[config.mk]
export PLATFORM = sky130hd
export DESIGN_NAME = wptr_full_ctrl_flat
export DESIGN_NICKNAME = d
export VERILOG_FILES = /design/src/rtl/fifo_pkg.sv /design/src/rtl/wptr_full_ctrl_if.sv /design/src/rtl/gray_ptr_counter.sv /design/src/rtl/wptr_full_ctrl.sv /design/src/flat_wrapper.sv
export SDC_FILE = /design/constraint.sdc
export NUM_CORES = 1
export LEC_CHECK = 0
export ABC_AREA = 1
export CAP_MARGIN = 20
export CORE_MARGIN = 4
export CORE_UTILIZATION = 49
export DETAILED_ROUTE_END_ITERATION = 7
export GPL_TIMING_DRIVEN = 0
export PLACE_DENSITY_LB_ADDON = 0.1
export SLEW_MARGIN = 20
export SYNTH_ARGS = -nofsm -noshare
export SYNTH_HDL_FRONTEND = slang
export SYNTH_HIERARCHICAL = 1
export SYNTH_SLANG_ARGS = --single-unit
[constraint.sdc]
create_clock -name wclk -period 4.18 [get_ports wclk]
set_input_delay 0.836 -clock wclk [delete_from_list [all_inputs] [get_ports wclk]]
set_output_delay 0.836 -clock wclk [all_outputs]
set_load 0.01 [all_outputs]
[src/rtl/fifo_pkg.sv]
// ---------------------------------------------------------------------------
// fifo_pkg
// Shared definitions for the asynchronous FIFO pointer controllers.
//   ADDRSIZE / PTRW : default address width and pointer width (ADDRSIZE+1)
//   CODEW           : container width for the Gray/binary helpers
//   bin2gray        : binary -> Gray conversion
//   gray2bin        : Gray -> binary conversion
// Both helpers work on a zero-extended CODEW-bit container. Zero upper bits
// do not disturb either conversion, so a caller of any width up to CODEW
// extends its operand, calls the helper and truncates the result.
// ---------------------------------------------------------------------------
package fifo_pkg;

    localparam int ADDRSIZE = 3;
    localparam int PTRW     = ADDRSIZE + 1;
    localparam int CODEW    = 32;

    function automatic logic [CODEW-1:0] bin2gray(input logic [CODEW-1:0] b);
        return b ^ (b >> 1);
    endfunction

    // Each binary bit is the XOR of its Gray bit and all Gray bits above it;
    // doubling shifts build that suffix XOR in log2(CODEW) steps.
    function automatic logic [CODEW-1:0] gray2bin(input logic [CODEW-1:0] g);
        logic [CODEW-1:0] b;
        b = g;
        for (int s = 1; s < CODEW; s = s * 2) begin
            b = b ^ (b >> s);
        end
        return b;
    endfunction

endpackage

[src/rtl/wptr_full_ctrl_if.sv]
// ---------------------------------------------------------------------------
// wptr_full_ctrl_if
// Write-side bundle between the producer and the write pointer controller.
//   Producer -> controller : winc, wq2_rptr, afull_thresh, wovf_clr
//   Controller -> producer : wen, waddr, wptr_gray, wfull, walmost_full,
//                            wlevel, woverflow
// The master modport is the producer side; the slave modport is the
// controller side.
// ---------------------------------------------------------------------------
interface wptr_full_ctrl_if #(
    parameter int ADDRSIZE = fifo_pkg::ADDRSIZE
) ();

    logic                winc;
    logic [ADDRSIZE:0]   wq2_rptr;
    logic [ADDRSIZE:0]   afull_thresh;
    logic                wovf_clr;

    logic                wen;
    logic [ADDRSIZE-1:0] waddr;
    logic [ADDRSIZE:0]   wptr_gray;
    logic                wfull;
    logic                walmost_full;
    logic [ADDRSIZE:0]   wlevel;
    logic                woverflow;

    modport master (
        output winc, wq2_rptr, afull_thresh, wovf_clr,
        input  wen, waddr, wptr_gray, wfull, walmost_full, wlevel, woverflow
    );

    modport slave (
        input  winc, wq2_rptr, afull_thresh, wovf_clr,
        output wen, waddr, wptr_gray, wfull, walmost_full, wlevel, woverflow
    );

endinterface

[src/rtl/gray_ptr_counter.sv]
// ---------------------------------------------------------------------------
// gray_ptr_counter
// Binary + Gray pointer pair that advances by one when inc is high.
// Shared by the write and read pointer controllers.
//   clk, rst_n : clock and asynchronous active-low reset
//   inc        : advance the pointer this cycle
//   bin        : current binary pointer (registered)
//   bin_next   : value bin takes on the next edge
//   gray_next  : Gray code of bin_next
//   gray       : current Gray pointer (registered, one bit change per step)
// ---------------------------------------------------------------------------
module gray_ptr_counter #(
    parameter int W = fifo_pkg::PTRW
) (
    input  logic         clk,
    input  logic         rst_n,
    input  logic         inc,
    output logic [W-1:0] bin,
    output logic [W-1:0] bin_next,
    output logic [W-1:0] gray_next,
    output logic [W-1:0] gray
);
    import fifo_pkg::*;

    assign bin_next  = bin + W'(inc);
    assign gray_next = W'(bin2gray(CODEW'(bin_next)));

    // Both codes are registered together so the Gray pointer leaving the
    // domain comes straight from a flop and never glitches.
    always_ff @(posedge clk or negedge rst_n) begin
        if (!rst_n) begin
            bin  <= '0;
            gray <= '0;
        end else begin
            bin  <= bin_next;
            gray <= gray_next;
        end
    end

endmodule

[src/rtl/wptr_full_ctrl.sv]
// ---------------------------------------------------------------------------
// wptr_full_ctrl
// Write-domain pointer and full-flag controller for the asynchronous FIFO.
//   wclk, wrst_n : write clock, asynchronous active-low reset
//   bus (slave)  : winc, wq2_rptr, afull_thresh, wovf_clr in;
//                  wen, waddr, wptr_gray, wfull, walmost_full, wlevel,
//                  woverflow out
// The level and full flag are computed against the synchronised read
// pointer, so they can only over-estimate occupancy, never under-estimate.
// ---------------------------------------------------------------------------
module wptr_full_ctrl #(
    parameter int ADDRSIZE = fifo_pkg::ADDRSIZE
) (
    input  logic                 wclk,
    input  logic                 wrst_n,
    wptr_full_ctrl_if.slave      bus
);
    import fifo_pkg::*;

    localparam int PW = ADDRSIZE + 1;

    logic [PW-1:0] wbin;
    logic [PW-1:0] wbin_next;
    logic [PW-1:0] wgray_next;
    logic [PW-1:0] wgray;
    logic [PW-1:0] rbin;
    logic [PW-1:0] level_next;
    logic [PW-1:0] full_cmp;
    logic [PW-1:0] wlevel_r;
    logic          wen_i;
    logic          wfull_r;
    logic          walmost_r;
    logic          wovf_r;

    // Reset also blocks the RAM write so a request held across reset
    // cannot land in memory.
    assign wen_i = bus.winc & ~wfull_r & wrst_n;

    gray_ptr_counter #(.W(PW)) u_cnt (
        .clk       (wclk),
        .rst_n     (wrst_n),
        .inc       (wen_i),
        .bin       (wbin),
        .bin_next  (wbin_next),
        .gray_next (wgray_next),
        .gray      (wgray)
    );

    // Full when the write pointer is one lap ahead of the read pointer: in
    // Gray code that is the read pointer with its top two bits inverted.
    assign full_cmp   = {~bus.wq2_rptr[PW-1:PW-2], bus.wq2_rptr[PW-3:0]};
    assign rbin       = PW'(gray2bin(CODEW'(bus.wq2_rptr)));
    assign level_next = wbin_next - rbin;

    // Flags are registered from the next-pointer values so they line up
    // with the pointer that is being stored on the same edge.
    always_ff @(posedge wclk or negedge wrst_n) begin
        if (!wrst_n) begin
            wfull_r   <= 1'b0;
            wlevel_r  <= '0;
            walmost_r <= 1'b0;
        end else begin
            wfull_r   <= (wgray_next == full_cmp);
            wlevel_r  <= level_next;
            walmost_r <= (level_next >= bus.afull_thresh);
        end
    end

    // Sticky overflow; a new overflow in the clearing cycle must not be lost.
    always_ff @(posedge wclk or negedge wrst_n) begin
        if (!wrst_n) begin
            wovf_r <= 1'b0;
        end else if (bus.winc && wfull_r) begin
            wovf_r <= 1'b1;
        end else if (bus.wovf_clr) begin
            wovf_r <= 1'b0;
        end
    end

    assign bus.wen          = wen_i;
    assign bus.waddr        = wbin[ADDRSIZE-1:0];
    assign bus.wptr_gray    = wgray;
    assign bus.wfull        = wfull_r;
    assign bus.walmost_full = walmost_r;
    assign bus.wlevel       = wlevel_r;
    assign bus.woverflow    = wovf_r;

endmodule

[src/flat_wrapper.sv]
// flat-port wrapper written by rule: the top's interface ports become plain ports
module wptr_full_ctrl_flat import fifo_pkg::*;
#(
    parameter int ADDRSIZE = fifo_pkg::ADDRSIZE
)
  (wclk, wrst_n, bus_winc, bus_wq2_rptr, bus_afull_thresh, bus_wovf_clr, bus_wen, bus_waddr, bus_wptr_gray, bus_wfull, bus_walmost_full, bus_wlevel, bus_woverflow);
  wptr_full_ctrl_if #(.ADDRSIZE(ADDRSIZE)) bus_i ();
  input  logic wclk;
  input  logic wrst_n;
  input wire logic [$bits(bus_i.winc)-1:0] bus_winc;
  input wire logic [$bits(bus_i.wq2_rptr)-1:0] bus_wq2_rptr;
  input wire logic [$bits(bus_i.afull_thresh)-1:0] bus_afull_thresh;
  input wire logic [$bits(bus_i.wovf_clr)-1:0] bus_wovf_clr;
  output wire logic [$bits(bus_i.wen)-1:0] bus_wen;
  output wire logic [$bits(bus_i.waddr)-1:0] bus_waddr;
  output wire logic [$bits(bus_i.wptr_gray)-1:0] bus_wptr_gray;
  output wire logic [$bits(bus_i.wfull)-1:0] bus_wfull;
  output wire logic [$bits(bus_i.walmost_full)-1:0] bus_walmost_full;
  output wire logic [$bits(bus_i.wlevel)-1:0] bus_wlevel;
  output wire logic [$bits(bus_i.woverflow)-1:0] bus_woverflow;
  assign bus_i.winc = bus_winc;
  assign bus_i.wq2_rptr = bus_wq2_rptr;
  assign bus_i.afull_thresh = bus_afull_thresh;
  assign bus_i.wovf_clr = bus_wovf_clr;
  assign bus_wen = bus_i.wen;
  assign bus_waddr = bus_i.waddr;
  assign bus_wptr_gray = bus_i.wptr_gray;
  assign bus_wfull = bus_i.wfull;
  assign bus_walmost_full = bus_i.walmost_full;
  assign bus_wlevel = bus_i.wlevel;
  assign bus_woverflow = bus_i.woverflow;
  wptr_full_ctrl #(.ADDRSIZE(ADDRSIZE)) u_core (.wclk(wclk), .wrst_n(wrst_n), .bus(bus_i));
endmodule
==> results summary <==
The number of distinct library cells after synthesis came out at 17. The global-route wire length before repair is just under 3000 um. The detailed router's first-iteration violation count is 8. The HPWL reported at the end of detailed placement is between 1000 and 1500 um. The clock net sink count came out at 14. The endpoint of the most critical setup path is u_core/bus.walmost_full$_DFF_PN0_. Setup violations remaining at the end of the flow were counted as 0. The arrival time at the worst endpoint is 4010 ps. The fraction of power spent switching nets came out at about two fifths. The buffer levels on the longest clock path is 2. The final setup skew came out at 5.13 ps.

The worst hold path belongs to the class reg2reg. The worst register-to-register path has a setup slack of 1490 ps. The instance count of the mapped netlist came out at 115.

The number of instances resized during post-cts repair is 0. Relative to the synthesized area, the layout overhead comes to 36.6%. After detailed placement, the design holds a cell count of 166.

The die extent in y is around 51 um. For the pin with the worst max-slew slack, the measured transition is between 600 and 700 ps. The share of power burned in combinational logic came out at 62.7%.

The synthesis warning total came out at 6. Setup repair after global routing left no endpoint under its margin. The number of hold-slack violations in the final timing report was 0. The floorplan has 15 rows. Clock-pin slew was measured on the worst setup and hold paths at 80 ps. The max-cap check violation count came out at 0. The post-synthesis instance area is ~890 sq um. STA classifies the critical path endpoint as a flip-flop. The via count of the first global-routing pass is 731.

The number of buffers inserted to repair setup after CTS came out at 0. The critical path's slowest cell is clkdlybuf4s50_1. The internal portion of the total power is 536 uW. The standard cell core area came out at 1730 sq um. The flow ran to the end, and the final reports show no timing, DRC or antenna violations. The total of hold buffers inserted after clock tree synthesis came out at 0. The core utilization of the finished layout came out at 70.8%.

Before antenna repair, the detailed router went through 3 iterations. Once layout is complete, the cells apart from fillers number 170. The worst reg2reg path depth is 16. The worst register-to-register path ends at u_core/bus.walmost_full$_DFF_PN0_.

Each instance of the synthesized netlist takes up on average 7.78 sq um. The part of the power in the clock network came out at 10.7%. The number of register bits inferred by synthesis is 14.

The net count of the finished layout came out at 168. The tree is rooted in a clkbuf_4. The highest achievable clock rate came out at ~260 MHz. The number of max-slew violations in the final report came out at 0. The kind of start point of the critical path is a primary input. The die span in x came out at 50.7 um.

The H-tree depth came out at 1. The average wire length per cell after detail routing came out at 10.2 um. The count of fill cells added during filler insertion came out at 163. The launch point of the critical path is wrst_n. The sequential-to-total area share from yosys stat came out at approximately two fifths. Counting stages on the worst path, the most repeated cell is nand2_1. The maximum cell stage delay along the critical path came out at slightly below 900 ps.

The reported net switching power came out at 371 uW. The max-slew headroom at the worst pin came out at 56.5%. The static leakage is 0.000663 uW. The final critical path takes up between 90% and 100% of the cycle. The later-pin clock latency in the skew report is approximately 280 ps. The number of antenna diodes in the final layout is 0. The worst path required time came out at 4340 ps. The post-detailed-routing wire length came out at 1740 um. Across the VDD grid, the largest voltage drop is 0.000392 V.

The final weighted congestion in routability-driven placement came out at 0.765. The area of the die came out at roughly 2600 sq um. The number of nets in the synthesized netlist is 137.

For this design the ratio of total power to cell area is about 740 nW/um^2. The initial antenna violation count was 0. The count of pins on the block boundary came out at 27. The starting density of the core is 51.8%. Among cell families on the critical path, the largest total delay comes from adder cells.

The number of buffers inserted by port buffering came out at 26. The layout cell share with drive strength beyond 1 is about a tenth. For this run, the total global-route usage over all layers was measured as between 15 and 20%. The detailed-route vias per instance came out at about 4.6. The sum of overflow across all layers after global routing came out at 0.

The critical path goes through clkdlybuf4s50_1 -> nand2_1 -> nor2_1 -> ha_1 -> ha_1 -> inv_1 -> nand2_1 -> nand2_2 -> ha_1 -> a21oi_1 -> nand2_1 -> nand2_1 -> nand2_1 -> ha_1 -> nand2_1 -> inv_1 -> nand3_1 -> nand3_1. Per report_power, the sequential group accounts for 26.6% of the total. The total vias in the final route is between 700 and 800.

The biggest fanout along the worst timing path came out at 15. After detailed routing, the number of remaining DRC violations is 0. The critical path runs through a total of 18 cells. The reg-to-reg startpoint is u_core/bus.wfull$_DFF_PN0_.

The clock buffer count from CTS came out at 3. The worst setup path is of the in2reg kind. The remaining antenna violation count came out at 0.

TritonCTS built the clock tree. The worst path buffer plus inverter count is 3. Entering global routing, the biggest net connects 16 pins. The clock period minus worst slack is 3840 ps.
-- logic make-up (layout without fill, tap and decap cells) --
group / count (synthesis) / in the layout / share of synthesized area, %
AND/OR/NAND/NOR: 56 / 56 / 26.4
buffers and inverters: 26 / 56 / 11.7
flip-flops: 14 / 14 / 39.2
adder cells (fa/ha/maj): 10 / 10 / 14.8
AO/OA/AOI/OAI: 5 / 5 / 3.08
XOR/XNOR: 4 / 4 / 4.76
-- flip-flops by register name (all words and copies together) (netlist names) --
register                 flops
u_core/bus.walmost_full      1
u_core/bus.wfull             1
u_core/bus.wlevel            4
u_core/bus.woverflow         1
u_core/u_cnt/bin             4
u_core/u_cnt/gray            3
-- per-stage QoR --
| step | hold WS (ps) | TNS, ps | setup WS (ps) | instance area [sq um] | total power, uW |
|---|---|---|---|---|---|
| 6_report | 527 | 0 | 335 | 1220 | 907 |
| 5_1_grt | 562 | 0 | 18.6 | 1220 | 991 |
| 4_1_cts | 533 | 0 | 259 | 1220 | 921 |
| 3_5_place_dp | 511 | -48.9 | -48.9 | 1190 | 822 |
| 3_3_place_gp | 505 | 0 | 150 | 1190 | 795 |
| 2_1_floorplan | 526 | 0 | 1170 | 895 | 598 |
-- worst min path at each step --
stage | from | end | slack (ps) | depth (start not counted)
finish | u_core/bus.wfull$_DFF_PN0_ | u_core/bus.woverflow$_DFFE_PN0P_ | 530 | 2
global route | u_core/bus.wfull$_DFF_PN0_ | u_core/bus.woverflow$_DFFE_PN0P_ | 560 | 2
CTS | u_core/bus.wfull$_DFF_PN0_ | u_core/bus.woverflow$_DFFE_PN0P_ | 530 | 2
detailed placement | u_core/bus.wfull$_DFF_PN0_ | u_core/bus.woverflow$_DFFE_PN0P_ | 510 | 2
global placement | u_core/bus.wfull$_DFF_PN0_ | u_core/bus.woverflow$_DFFE_PN0P_ | 500 | 2
floorplan | u_core/bus.wfull$_DFF_PN0_ | u_core/bus.woverflow$_DFFE_PN0P_ | 530 | 2
-- worst register-to-register path, stage by stage, from the launching register on --
cell     delay (ps)
dfrtp_1         400
nor2_1          150
ha_1            250
ha_1            220
inv_1            70
nand2_1          70
nand2_2         100
ha_1            360
a21oi_1         210
nand2_1          80
nand2_1          60
nand2_1          70
ha_1            300
nand2_1          70
inv_1            50
nand3_1          60
nand3_1          80
-- routing by layer --
metal  wire length, um  vias to the layer above  GRT usage, %
li1                  -                      407             -
met1               707                      357          15.5
met2               921                       16          29.1
met3                63                        5          1.48
met4                47                        0          10.8
met5                 0                        -             0
-- final cells by class --
type | count | area (sq um) | share of cell area (%)
multi-input cells | 75 | 439 | 35.9
flip-flops and latches | 14 | 350 | 28.7
repair buffers | 26 | 260 | 21.3
inverters | 24 | 90.1 | 7.37
clock buffers | 4 | 36.3 | 2.97
well taps | 25 | 31.3 | 2.56
plain buffers | 2 | 15.0 | 1.23
-- Yosys cell counts --
library cell  number  area share (%)
a21oi_1            2             1.1
buf_4              2             1.7
dfrtp_1           14              39
fa_1               1             2.2
ha_1               9              13
inv_1             21             8.8
inv_2              3             1.3
nand2_1           35              15
nand2_2            5             3.5
nand3_1            7             3.9
nand4_1            2             1.4
nor2_1             7             2.9
o21ai_0            2             1.1
o21bai_1           1            0.84
xnor2_1            1            0.98
xor2_1             2             2.0
xor2_2             1             1.8
-- power groups by stage --
stage	clock network (uW)	logic (uW)	registers, uW
final	97.0	569	241
after global routing	105	636	251
after CTS	100	579	242
after detailed placement	0	577	245
after global placement	0	554	241
after floorplan	0	323	274
-- layout by cell type (no fill, tap or decap), drive strengths merged --
cell type	Yosys	final
a21oi	2	2
buf	2	2
clkbuf	0	4
clkdlybuf4s50	0	26
dfrtp	14	14
fa	1	1
ha	9	9
inv	24	24
nand2	40	40
nand3	7	7
nand4	2	2
nor2	7	7
o21ai	2	2
o21bai	1	1
xnor2	1	1
xor2	3	3
No activity file was read; power rests on OpenSTA's default activity.
